File: src/rtl/uart_pkg.sv
// Shared definitions for the memory-mapped UART transmitter: FSM states,
// register offsets inside the 8-byte window and STATUS bit positions.
package uart_pkg;

   typedef enum logic [2:0] {IDLE, START, DATA, PARITY, STOP} uart_state_t;

   localparam int TXDATA_OFS = 0;
   localparam int STATUS_OFS = 4;

   localparam int ST_BUSY  = 0;
   localparam int ST_FULL  = 1;
   localparam int ST_EMPTY = 2;
   localparam int ST_OVR   = 3;
   localparam int ST_COUNT = 4;

endpackage

File: src/rtl/sync_fifo.sv
// Single-clock FIFO with wrap-around pointers; DEPTH must be a power of two.
// A push on a full FIFO is accepted only when a pop happens on the same edge.
module sync_fifo #(
   parameter int WIDTH = 8,
   parameter int DEPTH = 4
) (
   input  logic                   clk,
   input  logic                   reset,
   input  logic                   push,
   input  logic                   pop,
   input  logic [WIDTH-1:0]       din,
   output logic [WIDTH-1:0]       dout,
   output logic                   full,
   output logic                   empty,
   output logic [$clog2(DEPTH):0] count
);

   localparam int AW = $clog2(DEPTH);

   logic [WIDTH-1:0] mem [DEPTH];
   logic [AW-1:0]    wptr;
   logic [AW-1:0]    rptr;
   logic             do_push;
   logic             do_pop;

   assign full    = (count == (AW+1)'(DEPTH));
   assign empty   = (count == '0);
   assign do_pop  = pop && !empty;
   assign do_push = push && (!full || do_pop);
   assign dout    = mem[rptr];

   always_ff @(posedge clk or negedge reset) begin
      if (!reset) begin
         wptr  <= '0;
         rptr  <= '0;
         count <= '0;
      end else begin
         if (do_push) wptr <= wptr + AW'(1);
         if (do_pop)  rptr <= rptr + AW'(1);
         case ({do_push, do_pop})
            2'b10:   count <= count + (AW+1)'(1);
            2'b01:   count <= count - (AW+1)'(1);
            default: ;
         endcase
      end
   end

   always_ff @(posedge clk) begin
      if (do_push) mem[wptr] <= din;
   end

endmodule

File: src/rtl/mmio_uart_tx.sv
// Memory-mapped UART transmitter: TXDATA/STATUS window, TX FIFO and 8N1 framer.
// Define UART_PARITY_EN to add an even-parity bit (8E1, 11-bit frames).
module mmio_uart_tx
   import uart_pkg::*;
#(
   parameter int             n            = 32,
   parameter logic [n-1:0]   BASE_ADDR    = 32'hFFFF_0000,
   parameter int             DEPTH        = 4,
   parameter int             CLKS_PER_BIT = 16
) (
   input  logic         clk,
   input  logic         reset,
   input  logic         memwrite,
   input  logic [n-1:0] dataadr,
   input  logic [n-1:0] writedata,
   output logic [n-1:0] rdata,
   output logic         sel,
   output logic         txd
);

   localparam int CW = $clog2(DEPTH) + 1;
   localparam int DW = $clog2(CLKS_PER_BIT);

   uart_state_t   state, state_n;
   logic [DW-1:0] div, div_n;
   logic [2:0]    bitidx, bit_n;
   logic [7:0]    shreg, sh_n;
   logic          txd_n;
   logic          ovr;
   logic          tick;
   logic          pop;
   logic          full, empty;
   logic [7:0]    fdout;
   logic [CW-1:0] count;
   logic [n-1:0]  ofs;
   logic          wr_tx, wr_st, rd_st;
   logic          unused_wdata;
`ifdef UART_PARITY_EN
   logic          par, par_n;
`endif

   // Unsigned offset makes the window test wrap-safe at the top of memory.
   assign ofs          = dataadr - BASE_ADDR;
   assign sel          = (ofs < n'(8));
   assign rd_st        = (ofs == n'(STATUS_OFS));
   assign wr_tx        = memwrite && (ofs == n'(TXDATA_OFS));
   assign wr_st        = memwrite && rd_st;
   assign tick         = (div == DW'(CLKS_PER_BIT - 1));
   assign unused_wdata = ^writedata[n-1:8];

   sync_fifo #(.WIDTH(8), .DEPTH(DEPTH)) u_fifo (
      .clk   (clk),
      .reset (reset),
      .push  (wr_tx),
      .pop   (pop),
      .din   (writedata[7:0]),
      .dout  (fdout),
      .full  (full),
      .empty (empty),
      .count (count)
   );

   always_comb begin
      rdata = '0;
      if (rd_st) begin
         rdata[ST_BUSY]          = (state != IDLE);
         rdata[ST_FULL]          = full;
         rdata[ST_EMPTY]         = empty;
         rdata[ST_OVR]           = ovr;
         rdata[ST_COUNT +: CW]   = count;
      end
   end

   always_ff @(posedge clk or negedge reset) begin
      if (!reset) begin
         state  <= IDLE;
         div    <= '0;
         bitidx <= '0;
         txd    <= 1'b1;
         ovr    <= 1'b0;
      end else begin
         state  <= state_n;
         div    <= div_n;
         bitidx <= bit_n;
         txd    <= txd_n;
         if (wr_st)
            ovr <= 1'b0;
         else if (wr_tx && full && !pop)
            ovr <= 1'b1;
      end
   end

   always_ff @(posedge clk) begin
      shreg <= sh_n;
`ifdef UART_PARITY_EN
      par   <= par_n;
`endif
   end

   always_comb begin
      state_n = state;
      div_n   = div + DW'(1);
      bit_n   = bitidx;
      sh_n    = shreg;
      txd_n   = txd;
      pop     = 1'b0;
`ifdef UART_PARITY_EN
      par_n   = par;
`endif
      case (state)
         IDLE: begin
            div_n = '0;
            txd_n = 1'b1;
            pop   = !empty;
         end
         START: if (tick) begin
            state_n = DATA;
            div_n   = '0;
            bit_n   = '0;
            txd_n   = shreg[0];
         end
         DATA: if (tick) begin
            div_n = '0;
            if (bitidx == 3'd7) begin
`ifdef UART_PARITY_EN
               state_n = PARITY;
               txd_n   = par;
`else
               state_n = STOP;
               txd_n   = 1'b1;
`endif
            end else begin
               bit_n = bitidx + 3'd1;
               sh_n  = {1'b0, shreg[7:1]};
               txd_n = shreg[1];
            end
         end
`ifdef UART_PARITY_EN
         PARITY: if (tick) begin
            state_n = STOP;
            div_n   = '0;
            txd_n   = 1'b1;
         end
`endif
         STOP: if (tick) begin
            state_n = IDLE;
            div_n   = '0;
            txd_n   = 1'b1;
            pop     = !empty;
         end
         default: begin
            state_n = IDLE;
            div_n   = '0;
            txd_n   = 1'b1;
         end
      endcase
      // A pop starts the next frame immediately, from IDLE or straight out of STOP.
      if (pop) begin
         state_n = START;
         div_n   = '0;
         bit_n   = '0;
         sh_n    = fdout;
         txd_n   = 1'b0;
`ifdef UART_PARITY_EN
         par_n   = ^fdout;
`endif
      end
   end

endmodule

File: config.mk
export PLATFORM = sky130hd
export DESIGN_NAME = mmio_uart_tx
export DESIGN_NICKNAME = d
export VERILOG_FILES = /design/src/rtl/uart_pkg.sv /design/src/rtl/sync_fifo.sv /design/src/rtl/mmio_uart_tx.sv
export SDC_FILE = /design/constraint.sdc
export NUM_CORES = 1
export LEC_CHECK = 0
export BUFFER_PORTS_ARGS = -buffer_cell sky130_fd_sc_hd__buf_2
export CORE_MARGIN = 4
export CORE_UTILIZATION = 54
export DETAILED_ROUTE_END_ITERATION = 12
export PLACE_DENSITY = 0.85
export SYNTH_ARGS = -nofsm -noshare
export SYNTH_HDL_FRONTEND = slang
export SYNTH_SLANG_ARGS = --single-unit
File: constraint.sdc
create_clock -name clk -period 5.7 [get_ports clk]
set_clock_uncertainty 0.2 [all_clocks]
set_input_delay 1.14 -clock clk [delete_from_list [all_inputs] [get_ports clk]]
set_output_delay 1.14 -clock clk [all_outputs]
set_load 0.005 [all_outputs]
Yosys cells after proc, flatten, opt, wreduce, memory -nomap -nowiden
Memories as Yosys holds them, arrays and structs flattened.
Cells that the tools add are included.
Operators by class
  $add $sub $neg: 7
  $lt $le $gt $ge: 1
  eq/ne operators: 16
  multiplexer cells: 31
  reduce and logical (&&, ||, !) cells: 24
Operators by type and width (number)
  == test 32 x 3 -> 1 bit, second input constant: 1
  zero test 32 bit: 1
  less-than comparator 32 x 4 -> 1 bit, second input constant: 1
  2-to-1 mux 8 bit: 4
  subtractor 32 bit, second input constant: 1
  2-to-1 mux 3 bit: 8
  != test 3 bit, second input constant: 5
  2-to-1 mux 4 bit: 3
  case mux 3 bit (2 select lines): 2
  case mux 3 bit (4 select lines): 1
  2-to-1 mux 1 bit: 10
  == test 3 bit, second input constant: 3
  nonzero test 2 bit: 4
  2-to-1 mux 7 bit: 1
  adder 3 x 1 -> 3 bit, second input constant: 2
  logical AND 1 bit: 6
  zero test 3 bit: 2
  AND reduction 3 bit: 2
  nonzero test 3 bit: 2
  AND reduction 5 bit: 1
  adder 2 x 1 -> 2 bit, second input constant: 2
  adder 4 x 1 -> 4 bit, second input constant: 1
  == test 4 bit, second input constant: 1
  != test 2 bit, second input constant: 2
  11 further kinds: 13
Storage, ports and cells
  register bits: 27
  bits in writable memories: 32
  bits of input ports: 67
  word-level logic and storage cells: 89
  memories kept: 1
Memories
  u_fifo.mem: depth 4, width 8, read ports 1, clocked after memory_dff 0, write ports 1, RTL line sync_fifo.sv:20  | logic [WIDTH-1:0] mem [DEPTH];

Depth between registers and ports, before layout
  depth after elaboration: 9
  mapped depth: 10
  gate-level depth less buffers: 9

Modules after synthesis
From an unflattened synthesis, not the netlist that was laid out.
Unflattened totals
  cell total of the unflattened synthesis: 211
  area, all modules: 2956.6 sq um
Modules (own cells, without submodules)
  sync_fifo: times used 1, cells an instance 80, area an instance 1587.8 sq um, sequential area each 1136.1 sq um
  mmio_uart_tx: times used 1, cells an instance 131, area an instance 1368.8 sq um, sequential area each 541.8 sq um

Worst setup path before layout
OpenSTA, ideal clock, no wires.
  kind: input port to output port
  from: input dataadr[6]
  to: output rdata[1]
  data arrival time: 2.794 ns
  data required time: 4.360 ns
  path slack: 1.566 ns
  stages on the path: 7
  path buffers: 1
  cells stage by stage: or4_4 a2111oi_4 nand3_1 nor3_2 and3_1 buf_4 and3_1
Between the ends
  cells in the longest elaborated chain, start to end: 3
RTL lines
  start, declared: RTL line mmio_uart_tx.sv:14  | input logic [n-1:0] dataadr,
  subtractor 32 bit: RTL line mmio_uart_tx.sv:43  | assign ofs = dataadr - BASE_ADDR;
  == test 32 x 3 -> 1 bit: RTL line mmio_uart_tx.sv:45  | assign rd_st = (ofs == n'(STATUS_OFS));
  2-to-1 mux 7 bit: RTL line mmio_uart_tx.sv:65  | if (rd_st) begin
  end, declared: RTL line mmio_uart_tx.sv:16  | output logic [n-1:0] rdata,
Every way passes these cells.

Final worst setup path
  from: input dataadr[5]
  to: output rdata[1]
Same word-level chain as after synthesis.

==> run_results.csv <==
group,metric,value,unit
outcome,status,"finished, final reports clean",
power,power_frac_seq,0.489,
hold_path,min_from,"div[0]",
synthesis,async_reset_ff_frac,0.322,
critical_path,timing.rr.start,"div[0]",
synthesis,synth-edff-count,40,
clocking,cts-hold-fix-buffers,0,
die,die_x,82.2,µm
finish,final_common_cell,"buf_2",
synthesis,ys_seq_area_frac,0.564,
timing,min_period,4410,ps
power,p_int,831,µW
grt,grt_max_degree,20,
clocking,cts.sinks,59,
timing,tns,0,ps
synthesis,synth_fa_ha_area_frac,0.0361,
synthesis,synth.area.mux_share,0.0605,
critical_path,cpPeakStageDelay,510,ps
power,leakagePower,1.43,nW
synthesis,yosysWarningCount,0,
clocking,cts_tree,"yes",
grt,grt_overflow,0,
critical_path,cp_max_fo,8,
power,power.density,350,nW/µm²
grt,gr-usage-all-layers,0.176,
timing,drv_slew,0,
run,maxCapViolCount,0,
clocking,htree_levels,3,
grt,grt_pass1_vias,1833,
critical_path,rrSetupSlack,2360,ps
placement,place_hpwl,3680,µm
route,dr.pass1.iters,4,
critical_path,required,4360,ps
die,die_area,6760,µm²
route,vias_per_cell,5.13,
die,fp.dieH,82.2,µm
hold_path,hp-class,"flop to flop",
finish,fill_cells,401,
critical_path,criticalPathCategory,"input pin to output port",
route,drc,0,
timing,rsz0062_at_grt,"false",
grt,antenna_found_initial,0,
finish,mostFrequentLayoutCells,"buf_2, edfxtp_1, nand2_1, conb_1, dfrtp_1",
synthesis,avgSynthCellArea,12.1,µm²
power,max-vdd-ir-drop,0.257,mV
power,p_clk_frac,0.327,
die,rows,26,
synthesis,synth_ff_type,"edfxtp_1",
timing,fin_crit_sh,0.774,
critical_path,cp_slowest_cell,"or4_1",
route,wl_per_cell,13.9,µm
clocking,cts_resized,0,
critical_path,critical_path_buf_inv_count,2,
die,coreArea,5240,µm²
timing,fin_hold_ws,271,ps
finish,post-route-util,0.642,
finish,drive_above_1_share,0.273,
timing,relSlewSlack,0.549,
timing,setup_viol,0,
critical_path,arrival,3070,ps
timing,max_freq,227,MHz
die,boundaryPins,101,
timing,final_hold_viol_count,0,
clocking,post_cts_buffers,0,
hold_path,holdPathEnd,"div[0]",
synthesis,synthDistinctLibCells,44,
clocking,root_buffer,"clkbuf_8",
critical_path,cp_top_family,"simple AND/OR/NAND/NOR gates",
route,vias,1897,
power,p_total,1.18,mW
route,ant_nets,0,
timing,worst_pin_slew,675,ps
synthesis,synthSimpleGateAreaFrac,0.167,
placement,io_buffers,51,
critical_path,cp-start-kind,"input pin",
critical_path,crit_chain,"buf_2, or4_1, nor4_1, nand3_1, nor3_2, and3_1, and3_1, buf_2",
finish,diodes,0,
synthesis,synth_area,2980,µm²
power,switchingPower,344,µW
clocking,cts.path.max_buffers,2,
synthesis,syn_inst,246,
clocking,path_clk_slew,70,ps
die,initial_core_util,0.568,
synthesis,synth_xor_xnor_area_share,0.0235,
finish,syn_to_final_growth,12.9,%
critical_path,rr_endpoint,"u_fifo.count[1]",
finish,final_nets,370,
synthesis,synth_seq_cells,59,
power,swShare,0.293,
hold_path,hold_depth,1,
clocking,numCtsBuffers,9,
clocking,clock_latency,340,ps
grt,grt_pass1_wl,8600,µm
critical_path,r2r_cells,9,
synthesis,synth_top_family_by_area,"simple AND/OR/NAND/NOR gates",
route,wl,5150,µm
synthesis,synth_compound_area_frac,0.0609,
power,combPwrFrac,0.185,
route,dr.first_iter.drc_count,148,
critical_path,end_kind,"output port",
placement,gp_congestion,0.815,
==> registers in the layout, indices dropped and copies added (netlist names), 2 cells and up <==
signal,cells
bitidx,3
div,4
shreg,8
state,3
u_fifo.count,3
u_fifo.mem,32
u_fifo.rptr,2
u_fifo.wptr,2
==> synth_stat cells (2+ instances only) <==
cell type   n  area share
mux4_2      8       0.061
and2_1     11       0.023
a22o_1      2      0.0059
nand2_1    33       0.042
o31ai_1     2      0.0050
xnor2_1     5       0.015
a21oi_1     6       0.010
inv_1       3      0.0038
nor3b_1     3      0.0076
dfrtp_1    18        0.15
clkbuf_1    8       0.010
ha_1        7       0.029
nor2_1     17       0.021
nand4b_1    2      0.0059
nand3_1     8       0.013
nor3_1      8       0.013
o21ai_0     5      0.0084
edfxtp_1   40        0.40
nand4_1     2      0.0042
buf_4      27       0.068
and3_1      6       0.013
xor2_1      3      0.0088
==> final cells by class <==
cell class,instances,area (µm²),share of cell area
Sequential cell,59,1680,0.499
Timing Repair Buffer,51,255,0.0759
Clock buffer,9,124,0.0368
Clock inverter,7,76.3,0.0227
Multi-Input combinational cell,171,1130,0.336
Inverter,3,11.3,0.00335
Tap cell,70,87.6,0.0261
==> power groups by stage <==
| stage | sequential [mW] | combinational (mW) | clock [mW] |
|---|---|---|---|
| floorplan | 0.546 | 0.204 | 0 |
| global placement | 0.580 | 0.209 | 0 |
| detailed placement | 0.583 | 0.216 | 0 |
| CTS | 0.575 | 0.219 | 0.388 |
| global route | 0.582 | 0.250 | 0.416 |
| finish | 0.574 | 0.217 | 0.384 |
==> worst max path at each step <==
stage,from,end,slack (ps),depth (start not counted)
CTS,dataadr[6],rdata[1],1270,8
finish,dataadr[5],rdata[1],1290,8
detailed placement,dataadr[6],rdata[1],1270,8
floorplan,dataadr[6],rdata[1],1570,7
global route,dataadr[5],rdata[1],1150,8
global placement,dataadr[6],rdata[1],1280,8
==> kinds of logic (layout without fill, tap and decap cells) <==
logic type,after synthesis,count (layout)
xor gates and xnor gates,8,8
buffers and inverters,40,70
and+or+nand+nor,98,98
adders and majority gates,8,8
DFF,59,59
other,1,25
muxes,8,8
AOI/OAI and AO/OA,24,24
==> metrics by stage <==
stage,setup slack [ps],cells,cell area (µm²)
after floorplan,1570,270,3070
final,1290,370,3360
after global routing,1150,370,3360
after global placement,1280,354,3160
after CTS,1270,370,3360
after detailed placement,1270,354,3160
==> layer usage <==
layer	global-route usage	share of wire	vias up
met4	0.0698	0.021	0
met5	0	0	-
met1	0.223	0.44	892
li1	-	-	937
met3	0.0694	0.050	14
met2	0.271	0.49	54
(Power assumes the default switching activity.)
